File: config.mk
export PLATFORM = sky130hd
export DESIGN_NAME = keypad_scan
export DESIGN_NICKNAME = d
export VERILOG_FILES = /design/src/rtl/keypad_scan.sv
export SDC_FILE = /design/constraint.sdc
export NUM_CORES = 1
export LEC_CHECK = 0
export ABC_AREA = 0
export CORE_MARGIN = 5
export CORE_UTILIZATION = 40
export DETAILED_ROUTE_END_ITERATION = 8
export GPL_TIMING_DRIVEN = 0
export PLACE_DENSITY = 0.55
export SYNTH_ARGS = -nofsm -noshare
export SYNTH_HDL_FRONTEND = slang
export SYNTH_SLANG_ARGS = --single-unit
File: constraint.sdc
create_clock -name clk -period 5.84 [get_ports clk]
set_clock_uncertainty 0.05 [all_clocks]
set_input_delay 0.876 -clock clk [delete_from_list [all_inputs] [get_ports clk]]
set_output_delay 0.876 -clock clk [all_outputs]
set_load 0.05 [all_outputs]
File: src/rtl/keypad_scan.sv
// keypad_scan: 4x3 matrix keypad column scanner, frame decoder and debouncer.
// Define KEYPAD_REPEAT_EN to add auto-repeat strobes on key_pulse for held keys.
module keypad_scan #(
    parameter int CLK_DIV       = 25000,
    parameter int DEBOUNCE      = 4,
    parameter int REPEAT_FRAMES = 100
) (
    input  logic       clk,
    input  logic       rst_n,
    input  logic [3:0] key_row,
    output logic [2:0] key_col,
    output logic [3:0] key_data,
    output logic       key_valid,
    output logic       key_pulse
);

    localparam int               DIV_W    = $clog2(CLK_DIV);
    localparam logic [DIV_W-1:0] DIV_LAST = DIV_W'(CLK_DIV - 1);
    localparam logic [3:0]       DEB_MAX  = 4'(DEBOUNCE);

    if (CLK_DIV < 2 || DEBOUNCE < 1 || DEBOUNCE > 15 || REPEAT_FRAMES < 1) begin : g_param_check
        $error("keypad_scan: parameter out of legal range");
    end

    typedef enum logic [1:0] {
        COL0 = 2'd0,
        COL1 = 2'd1,
        COL2 = 2'd2
    } col_state_e;

    // Code of the single pressed key; ghosting or multi-press yields 0.
    function automatic logic [3:0] frame_code(input logic [11:0] keys);
        logic [3:0] hits;
        logic [3:0] code;
        hits = 4'd0;
        code = 4'd0;
        for (int i = 0; i < 12; i++) begin
            hits = hits + {3'd0, keys[i]};
            code = keys[i] ? 4'(i + 1) : code;
        end
        return (hits == 4'd1) ? code : 4'd0;
    endfunction

    function automatic logic [2:0] col_drive(input col_state_e col);
        logic [2:0] drive;
        case (col)
            COL0:    drive = 3'b110;
            COL1:    drive = 3'b101;
            COL2:    drive = 3'b011;
            default: drive = 3'b110;
        endcase
        return drive;
    endfunction

    logic [3:0]       row_meta_r;
    logic [3:0]       row_sync_r;
    logic [DIV_W-1:0] div_r;
    logic             tick_s;
    col_state_e       col_state_r;
    col_state_e       col_next_s;
    logic [2:0]       key_col_r;
    logic [3:0]       samp0_r;
    logic [3:0]       samp1_r;
    logic [3:0]       samp2_r;
    logic             eval_r;
    logic [11:0]      keys_s;
    logic [3:0]       code_s;
    logic [3:0]       cand_r;
    logic [3:0]       stab_r;
    logic [3:0]       cand_next_s;
    logic [3:0]       stab_next_s;
    logic             accept_s;
    logic [3:0]       key_data_r;
    logic             key_valid_r;
    logic             key_pulse_r;
    logic             rpt_fire_s;

    // Two-flop synchroniser for the asynchronous, pulled-up row lines.
    always_ff @(posedge clk or negedge rst_n) begin
        if (!rst_n) begin
            row_meta_r <= 4'b1111;
            row_sync_r <= 4'b1111;
        end else begin
            row_meta_r <= key_row;
            row_sync_r <= row_meta_r;
        end
    end

    // Scan tick divider.
    always_ff @(posedge clk or negedge rst_n) begin
        if (!rst_n) begin
            div_r <= '0;
        end else if (tick_s) begin
            div_r <= '0;
        end else begin
            div_r <= div_r + DIV_W'(1);
        end
    end

    assign tick_s = (div_r == DIV_LAST);

    // Column state register and column drive.
    always_ff @(posedge clk or negedge rst_n) begin
        if (!rst_n) begin
            col_state_r <= COL0;
            key_col_r   <= 3'b110;
        end else begin
            col_state_r <= col_next_s;
            key_col_r   <= col_drive(col_next_s);
        end
    end

    // Column sequencing: advance one column per tick.
    always_comb begin
        col_next_s = col_state_r;
        if (tick_s) begin
            case (col_state_r)
                COL0:    col_next_s = COL1;
                COL1:    col_next_s = COL2;
                COL2:    col_next_s = COL0;
                default: col_next_s = COL0;
            endcase
        end else begin
            col_next_s = col_state_r;
        end
    end

    // Capture the active-high rows for the column currently driven; flag frame end.
    always_ff @(posedge clk or negedge rst_n) begin
        if (!rst_n) begin
            samp0_r <= 4'd0;
            samp1_r <= 4'd0;
            samp2_r <= 4'd0;
            eval_r  <= 1'b0;
        end else begin
            eval_r <= tick_s && (col_state_r == COL2);
            if (tick_s) begin
                case (col_state_r)
                    COL0:    samp0_r <= ~row_sync_r;
                    COL1:    samp1_r <= ~row_sync_r;
                    COL2:    samp2_r <= ~row_sync_r;
                    default: samp0_r <= samp0_r;
                endcase
            end else begin
                samp0_r <= samp0_r;
            end
        end
    end

    // Flatten samples so bit r*3+c is the key at row r / column c.
    always_comb begin
        keys_s = 12'd0;
        for (int r = 0; r < 4; r++) begin
            keys_s[r*3 + 0] = samp0_r[r];
            keys_s[r*3 + 1] = samp1_r[r];
            keys_s[r*3 + 2] = samp2_r[r];
        end
    end

    // Debounce: count identical frames, accept once the streak reaches DEBOUNCE.
    always_comb begin
        code_s      = frame_code(keys_s);
        cand_next_s = cand_r;
        stab_next_s = stab_r;
        if (code_s == cand_r) begin
            stab_next_s = (stab_r >= DEB_MAX) ? DEB_MAX : stab_r + 4'd1;
        end else begin
            cand_next_s = code_s;
            stab_next_s = 4'd1;
        end
        accept_s = eval_r && (stab_next_s == DEB_MAX) && (cand_next_s != key_data_r);
    end

    // Debouncer state, updated once per frame.
    always_ff @(posedge clk or negedge rst_n) begin
        if (!rst_n) begin
            cand_r <= 4'd0;
            stab_r <= 4'd0;
        end else if (eval_r) begin
            cand_r <= cand_next_s;
            stab_r <= stab_next_s;
        end else begin
            cand_r <= cand_r;
            stab_r <= stab_r;
        end
    end

    // Registered key outputs; a pulse marks every accepted nonzero code.
    always_ff @(posedge clk or negedge rst_n) begin
        if (!rst_n) begin
            key_data_r  <= 4'd0;
            key_valid_r <= 1'b0;
            key_pulse_r <= 1'b0;
        end else begin
            if (accept_s) begin
                key_data_r  <= cand_next_s;
                key_valid_r <= (cand_next_s != 4'd0);
            end else begin
                key_data_r  <= key_data_r;
                key_valid_r <= key_valid_r;
            end
            key_pulse_r <= (accept_s && (cand_next_s != 4'd0)) || rpt_fire_s;
        end
    end

`ifdef KEYPAD_REPEAT_EN
    localparam int             RPT_W    = (REPEAT_FRAMES > 1) ? $clog2(REPEAT_FRAMES) : 1;
    localparam logic [RPT_W-1:0] RPT_LAST = RPT_W'(REPEAT_FRAMES - 1);

    logic [RPT_W-1:0] rpt_cnt_r;
    logic [RPT_W-1:0] rpt_next_s;

    // Repeat counter: frames since the held code was accepted or last repeated.
    always_comb begin
        rpt_next_s = rpt_cnt_r;
        rpt_fire_s = 1'b0;
        if (accept_s) begin
            rpt_next_s = '0;
        end else if (eval_r && (key_data_r != 4'd0)) begin
            if (rpt_cnt_r == RPT_LAST) begin
                rpt_next_s = '0;
                rpt_fire_s = 1'b1;
            end else begin
                rpt_next_s = rpt_cnt_r + RPT_W'(1);
            end
        end else begin
            rpt_next_s = rpt_cnt_r;
        end
    end

    // Repeat counter register.
    always_ff @(posedge clk or negedge rst_n) begin
        if (!rst_n) begin
            rpt_cnt_r <= '0;
        end else begin
            rpt_cnt_r <= rpt_next_s;
        end
    end
`else
    assign rpt_fire_s = 1'b0;
`endif

    assign key_col   = key_col_r;
    assign key_data  = key_data_r;
    assign key_valid = key_valid_r;
    assign key_pulse = key_pulse_r;

endmodule

Word level (Yosys, flattened, before mapping)
Index checks and enable logic that the tools add are counted.
{ "totals": {"word_cells": 67, "regBits": 55, "mem_bits_rw": 0, "rom_bits": 0, "latchBits": 0, "output_inout_bits": 9, "mem_count": 0, "input_bits": 6} }
{ "op_classes": {"muxes": 20, "n_lt_le_gt_ge": 1, "n_mul": 0, "n_reduce_logical": 9, "eq_ne": 9, "n_shift": 0, "div": 0, "add_sub_neg": 13, "n_bitwise": 1} }
{ "ops": {"columns": ["operator", "n"], "rows": [
  ["$mux 4", 9],
  ["$add 4x1->4", 8],
  ["$add 15x1->15 const B", 1],
  ["$eq 15x15->1 const B", 1],
  ["$mux 15", 1],
  ["$mux 3", 4],
  ["$mux 2", 3],
  ["$pmux 3 s2", 1],
  ["$reduce_and 2->1", 3],
  ["$add 3x1->4", 1],
  ["$add 4x1->4 const B", 1],
  ["$eq 2x1->1 const B", 2],
  ["$eq 2x2->1 const B", 2],
  ["$eq 4x1->1 const B", 1],
  ["$eq 4x3->1 const B", 1],
  ["$eq 4x4->1", 1],
  ["$ge 4x3->1 const B", 1],
  ["$logic_and 1x1->1", 4],
  ["$ne 4x4->1", 1],
  ["$not 4->4", 1],
  ["$pmux 2 s2", 1],
  ["$reduce_bool 4->1", 1],
  ["$add 2x1->3", 1],
  ["$add 1x1->2", 1],
  ["other kinds (2)", 2]
]} }

Logic depth before layout (Yosys ltp)
Gate-level depths: netlist of run 1.
{ "logic_depth": {"depth_word": 19, "depth_mapped": 18, "ltp_nobuf": 16} }

Worst setup path before layout of run 1
Ideal clock, no wire load.
{ "synth_path": {"path_kind": "reg-to-reg", "startpoint": "reg samp0_r[1]", "endpoint": "reg key_data_r[2], in the netlist key_data[2]", "path_stages_with_launch": 19, "required_time_ns": 5.665, "n_path_buf": 2, "setup_ns": 0.125, "synth_period_minus_slack_ns": 5.069, "arrival_ns": 4.894, "slack_ns": 0.771, "cell_sequence": "dfrtp_1 -> fa_1 -> fa_1 -> inv_1 -> fa_1 -> fa_1 -> inv_1 -> ha_1 -> inv_1 -> fa_1 -> a211o_1 -> a211oi_1 -> and2_1 -> buf_2 -> xnor2_1 -> nand4_2 -> or3_1 -> buf_6 -> mux2_4"} }
{ "synth_via": {"elab_chain_cells": 16, "elab_cells_between_ends": 27} }
{ "synth_lines": {"columns": ["element", "line_no", "rtl"], "rows": [
  ["start: declaration", "62", "logic [3:0] samp0_r;"],
  ["start signal: assignment", "139", "COL0: samp0_r <= ~row_sync_r;"],
  ["start signal: assignment", "142", "default: samp0_r <= samp0_r;"],
  ["start signal: assignment", "145", "samp0_r <= samp0_r;"],
  ["$add 3x1->4", "38", "hits = hits + {3'd0, keys[i]};"],
  ["$add 4x1->4 (8 in a row)", "38", null],
  ["$eq 4x1->1", "41", "return (hits == 4'd1) ? code : 4'd0;"],
  ["$mux 4 (*)", "41", null],
  ["$eq 4x4->1", "165", "if (code_s == cand_r) begin"],
  ["$mux 4", "165", null],
  ["$eq 4x3->1", "171", "accept_s = eval_r && (stab_next_s == DEB_MAX) && (cand_next_s != key_data_r);"],
  ["$logic_and 1x1->1 (2 in a row)", "171", null],
  ["end signal: assignment", "196", "key_data_r <= cand_next_s;"],
  ["end signal: assignment", "199", "key_data_r <= key_data_r;"],
  ["end: declaration", "73", "logic [3:0] key_data_r;"]
]} }
Mark *: on every way between the ends. The rest lies on a longest branch, timed or not.
A chain may end at the register's enable or synchronous reset.

Final worst setup path of run 1
{ "layout_path": {"startpoint": "reg samp1_r[3]", "endpoint": "reg key_valid_r, in the netlist key_valid"} }
{ "layout_via": {"elab_chain_cells": 9, "elab_cells_between_ends": 14} }
{ "layout_lines": {"columns": ["element", "line_no", "rtl"], "rows": [
  ["start: declaration", "63", "logic [3:0] samp1_r;"],
  ["start signal: assignment", "140", "COL1: samp1_r <= ~row_sync_r;"],
  ["$add 4x1->4 (2 in a row)", "38", null],
  ["$eq 4x1->1", "41", null],
  ["$mux 4 (*)", "41", null],
  ["$eq 4x4->1", "165", null],
  ["$mux 4", "165", null],
  ["$eq 4x3->1", "171", null],
  ["$logic_and 1x1->1 (2 in a row)", "171", null],
  ["end signal: assignment", "197", "key_valid_r <= (cand_next_s != 4'd0);"],
  ["end signal: assignment", "200", "key_valid_r <= key_valid_r;"],
  ["end: declaration", "74", "logic key_valid_r;"]
]} }
Marked as above.

==> run metrics, run 1 <==
share of cells above drive strength 1 13.85%; insertion delay to the later sink of the worst-skew pair 300 ps; total wire length 4.149 mm; Hold Vio Cnt, Final 0; Setup crit start kind register; yosys warns 0; Non-Filler Instances 337; diodes inserted 0; crit path time final 5405 ps; TritonCTS buffer count 5; core box area 0.006386 mm^2; IO Count 15; via count 1650; placed insts 329; hold_ws 311.4 ps; post-synth cell types 47; GRT overflow 0; # DRC 0; critical path required time 5980 ps; #FFs+latches synth 55; Top FF cell, synth dfrtp_1; Worst IR Drop VDD 126.1 uV; largest net degree at the start of global routing 37; worst slew pin tran 1171 ps; flop2flop setup slack 440 ps; Power Dens Cells 204.2 mW/mm^2; power consumption 0.0006111 W; Lkg Pwr 1.383 nW; Post-synth EDFFs 0; most common cell after layout, fill and taps aside dfrtp_1; initial antenna violation count 0; 1st-iter DRT viols 36; Reg clk slew, reported paths 100 ps; IO buf count 14; First-pass DRT Iterations 4; max_slew headroom 21.22%; DP HPWL 3.093 mm; Syn Std Cell Area 0.002649 mm^2; run status finished, final reports clean; Core Util, Final 46.87%; most frequent cells in the layout dfrtp_1 (45), nor2_1 (33), inv_1 (25); crit path max fanout 7; Hold Crit Start row_meta_r[2]$_DFF_PN1_; synthesized instance count 237; area grow syn2layout 12.99%; vias per cell 4.896; FMAX 185.0 MHz; setup violators final 0; post_cts resized 0; worst r2r src samp1_r[3]$_DFFE_PN0P_; fin crit share 92.55%; detailed-route wire length per cell 12.31 um; unrepaired setup endpoints after global routing no; hold path cells 0; Final nets 280; Post-synth ARST share 100.0%; R2R Path End key_valid$_DFFE_PN0P_; first-pass GRT wire length 7.638 mm; clock root buffer clkbuf_8; cts hold-fix bufs 0; critical path class register to register; vias in the first global route 1682; gpl congestion 0.7612; fill count 595; Die H 91.38 um; FP Rows 29; hold path endpoint row_sync_r[2]$_DFF_PN1_; R2R cell count 17; Die X 91.38 um; Syn Area/Cell 11.18 um^2; max-cap check violation count 0; class of the worst hold path register to register; Setup Buffers After CTS 0; Slew Limit Fails 0; initial core utilization 41.48%; H-tree depth 2; CP Capture Type register; die area 0.008349 mm^2; sequential fraction of the synthesis area 52.43%; critical path data arrival time 5550 ps; Mapped Nets 258; TritonCTS clock tree done; CTS sink count 55; ANT nets after route 0; Longest Clk Path Bufs 2; total negative slack 0 ps; gr usage total 11.09%
## metrics by stage
stage          instance area [um^2]  setup WS [ps]
4_1_cts                        2993          367.0
3_5_place_dp                   2900          396.8
3_3_place_gp                   2885          431.4
6_report                       2993          435.2
2_1_floorplan                  2649          771.2
5_1_grt                        2993          85.04
## cell usage after synthesis (3+ instances only)
| master | instances | area share, % |
|---|---|---|
| inv_1 | 25 | 3.5 |
| dfstp_2 | 10 | 9.9 |
| mux2_4 | 3 | 1.7 |
| o21ai_0 | 3 | 0.57 |
| xnor2_1 | 11 | 3.6 |
| fa_1 | 7 | 5.3 |
| nor2_1 | 33 | 4.7 |
| ha_1 | 8 | 3.8 |
| dfrtp_1 | 45 | 43 |
| nor4_1 | 4 | 0.94 |
| nand3_1 | 8 | 1.5 |
| xor2_1 | 9 | 3.0 |
| o31ai_1 | 3 | 0.85 |
| nand2_1 | 8 | 1.1 |
| a21oi_1 | 16 | 3.0 |
## cell type report
cell class | instances | area [um^2] | share of cell area (%)
Buffer | 4 | 23.77 | 0.7943
Clock buffer | 5 | 68.82 | 2.299
Clock inverter | 3 | 23.77 | 0.7943
Inverter | 25 | 93.84 | 3.135
Multi-Input combinational cell | 153 | 1142 | 38.17
Sequential cell | 55 | 1389 | 46.40
Tap cell | 77 | 96.34 | 3.219
Timing Repair Buffer | 15 | 155.1 | 5.184
## power by group
part           internal, W  leakage, nW  switching, W   total, W
clock network    0.0000868       0.0461      0.000126   0.000212
registers         0.000386        0.720    0.00000145   0.000387
logic           0.00000399        0.617    0.00000760  0.0000116
total             0.000476         1.38      0.000135   0.000611
## flip-flops by register name, summed over array words and instances (netlist names), 4 cells and up
name / flops
cand_r: 4
samp0_r: 4
stab_r: 4
samp2_r: 4
row_sync_r: 4
row_meta_r: 4
div_r: 15
samp1_r: 4
key_data: 4
## logic make-up (layout without fill, tap and decap cells)
logic type	after synthesis	after routing	synth area share (%)
AOI/OAI and AO/OA	33	33	8.125
buffers and inverters	29	52	4.440
muxes	7	7	3.306
adders and majority gates	15	15	9.069
xor gates and xnor gates	21	21	7.227
DFF	55	55	52.43
and+or+nand+nor	77	77	15.40
## worst max path at each step
stage / startpoint / end / slack, ps / cells past startpoint
floorplan: samp0_r[1]$_DFFE_PN0P_ / key_data[2]$_DFFE_PN0P_ / 770 / 18
global placement: samp0_r[3]$_DFFE_PN0P_ / key_data[2]$_DFFE_PN0P_ / 430 / 17
detailed placement: samp1_r[3]$_DFFE_PN0P_ / key_valid$_DFFE_PN0P_ / 400 / 17
CTS: samp1_r[3]$_DFFE_PN0P_ / key_valid$_DFFE_PN0P_ / 370 / 17
global route: samp0_r[3]$_DFFE_PN0P_ / key_valid$_DFFE_PN0P_ / 90 / 17
finish: samp1_r[3]$_DFFE_PN0P_ / key_valid$_DFFE_PN0P_ / 440 / 17
## critical path, cell delays in order (launching register included)
cell and delay, ps:
dfrtp_1 470, fa_1 500, fa_1 490, inv_1 50, fa_1 490, fa_1 410, inv_1 70, ha_1 150
inv_1 50, fa_1 410, a211o_1 320, a211oi_2 280, o211ai_1 310, xnor2_2 230, nand4_2 180, or3_1 410
buf_6 140, mux2_4 280
## routing by layer
| metal | wire, um | global-route usage (%) | up-vias |
|---|---|---|---|
| li1 | - | - | 844 |
| met1 | 2098 | 15.41 | 775 |
| met2 | 1822 | 16.77 | 27 |
| met3 | 181 | 3.058 | 4 |
| met4 | 46 | 3.667 | 0 |
| met5 | 0 | 0 | - |
Power figures use the tool's default switching activity.
==> run 2, diff against run 1 <==
- DONT_BUFFER_PORTS: not set -> 1
- PLACE_DENSITY: 0.55 -> 0.52
==> run 2 against run 1 <==
Effect of this change:
- critical path depth did not move
- cell area fell by 4.3%
- fmax fell by 0.33%
- worst hold slack got worse by 100 ps
- sequential power barely moved
- final cell count fell by 4.5%
- global-route usage fell by 0.12 points
- sequential share of layout area rose by 2.1 points
- flip-flop and latch count did not move
- critical path type unchanged
- largest cell class unchanged
- largest power group unchanged
==> run metrics, run 2 (synthesis gave the netlist of run 1 again) <==
run status finished, final reports clean; post_cts resized 0; FP Rows 29; Lkg Pwr 1.336 nW; CP Capture Type register; placed insts 314; Final nets 265; Non-Filler Instances 322; CTS sink count 55; worst slew pin tran 1122 ps; IO buf count 0; vias per cell 4.885; cts hold-fix bufs 0; Die X 91.38 um; max-cap check violation count 0; IO Count 15; crit-path max cell delay 520 ps; detailed-route wire length per cell 13.15 um; H-tree depth 2; TritonCTS buffer count 5; largest net degree at the start of global routing 56; first-pass GRT wire length 7.555 mm; Die H 91.38 um; First-pass DRT Iterations 4; gpl congestion 0.7111; DP HPWL 3.085 mm; unrepaired setup endpoints after global routing no; diodes inserted 0; GRT overflow 0; class of the worst hold path primary input to asynchronous set/reset pin; share of cells above drive strength 1 13.88%; Hold Vio Cnt, Final 0; initial core utilization 41.48%; 1st-iter DRT viols 32; most common cell after layout, fill and taps aside dfrtp_1; ANT nets after route 0; crit path time final 5423 ps; Slew Limit Fails 0; Setup crit start kind register; crit-path most repeated cell fa_1; Critical-path top delay cell fa_1; gr usage total 10.97%; total wire length 4.235 mm; hold_ws 207.8 ps; critical path class register to register; most frequent cells in the layout dfrtp_1 (45), nor2_1 (33), inv_1 (25); largest reg by FF count div_r; pre-CTS setup slack 342.2 ps; via count 1573; clock root buffer clkbuf_8; Longest Clk Path Bufs 2; max_slew headroom 24.54%; fin crit share 92.85%; core box area 0.006386 mm^2; Setup Buffers After CTS 0; TritonCTS clock tree done; Worst IR Drop VDD 148.4 uV; die area 0.008349 mm^2; initial antenna violation count 0; FMAX 184.4 MHz; crit-path cells fa_1 -> fa_1 -> inv_1 -> fa_1 -> fa_1 -> inv_1 -> ha_1 -> inv_1 -> fa_1 -> a211o_1 -> a211oi_2 -> o211ai_1 -> xnor2_2 -> nand4_2 -> or3_1 -> buf_6 -> mux2_4; Largest register FFs 15; Reg clk slew, reported paths 100 ps; insertion delay to the later sink of the worst-skew pair 300 ps; vias in the first global route 1667; setup violators final 0; crit path max fanout 7; total negative slack 0 ps; area grow syn2layout 8.078%; critical path required time 5980 ps; critical path data arrival time 5560 ps; final worst slack 417.3 ps; # DRC 0; Power Dens Cells 224.5 mW/mm^2
run 2: changes by cell type in the layout (fill, tap and decap cells not counted):
cell             delta
buf_12              -1
buf_2               -1
bufinv_16           +1
clkbuf_8            +1
clkdlybuf4s50_1    -13
clkinvlp_4          -1
inv_8               -1
run 2: critical path, delay by kind of cell (launching register included):
family,cells,cell delay [ps]
adder cells (fa/ha/maj),6,2470
AO/OA/AOI/OAI,3,890
AND/OR/NAND/NOR,2,600
flip-flops,1,480
buffers and inverters,4,300
multiplexers,1,280
XOR/XNOR,1,220
run 2: where the power goes:
| group | internal (W) | switching, W | leakage, nW |
|---|---|---|---|
| sequential | 0.000386 | 0.00000159 | 0.720 |
| combinational | 0.0000000973 | 0 | 0.555 |
| clock | 0.000139 | 0.000116 | 0.0612 |
| total | 0.000525 | 0.000118 | 1.34 |
run 2: path summary, 6_finish.rpt:
check	startpoint	end	slack, ps	cells after the start
max	samp0_r[3]$_DFFE_PN0P_	key_valid$_DFFE_PN0P_	420	17
min	rst_n	samp2_r[0]$_DFFE_PN0P_	210	0
max reg2reg	samp0_r[3]$_DFFE_PN0P_	key_valid$_DFFE_PN0P_	420	17
min reg2reg	row_meta_r[3]$_DFF_PN1_	row_sync_r[3]$_DFF_PN1_	310	0
max in group asynchronous	rst_n	key_col[1]$_DFF_PN1_	5330	0
min in group clk	row_meta_r[3]$_DFF_PN1_	row_sync_r[3]$_DFF_PN1_	310	0
run 2: layout make-up:
cell class                 count  area (um^2)
buffer                         4        23.77
clock inverter                 2        35.03
fill                         619         3523
inverter                      25        93.84
multi-input combinational    153         1142
tap                           77        96.34
sequential                    55         1389
clock buffer                   6        82.58
run 2: through the flow:
| stage | cell area (um^2) | power [W] | utilization, % |
|---|---|---|---|
| after floorplan | 2649 | 0.0003942 | - |
| after global placement | 2745 | 0.0003947 | 42.99 |
| after detailed placement | 2745 | 0.0003947 | 42.99 |
| after CTS | 2863 | 0.0006564 | 44.83 |
| after global routing | 2863 | 0.0006718 | 44.83 |
| final | 2863 | 0.0006427 | 44.83 |
run 2: metal layers:
| layer | track usage, % | vias to the layer above | share of wire [%] |
|---|---|---|---|
| met1 | 15.56 | 747 | 52 |
| met3 | 3.388 | 2 | 3.4 |
| li1 | - | 805 | - |
| met5 | 0 | - | 0 |
| met4 | 2.567 | 0 | 0.45 |
| met2 | 16.47 | 19 | 44 |
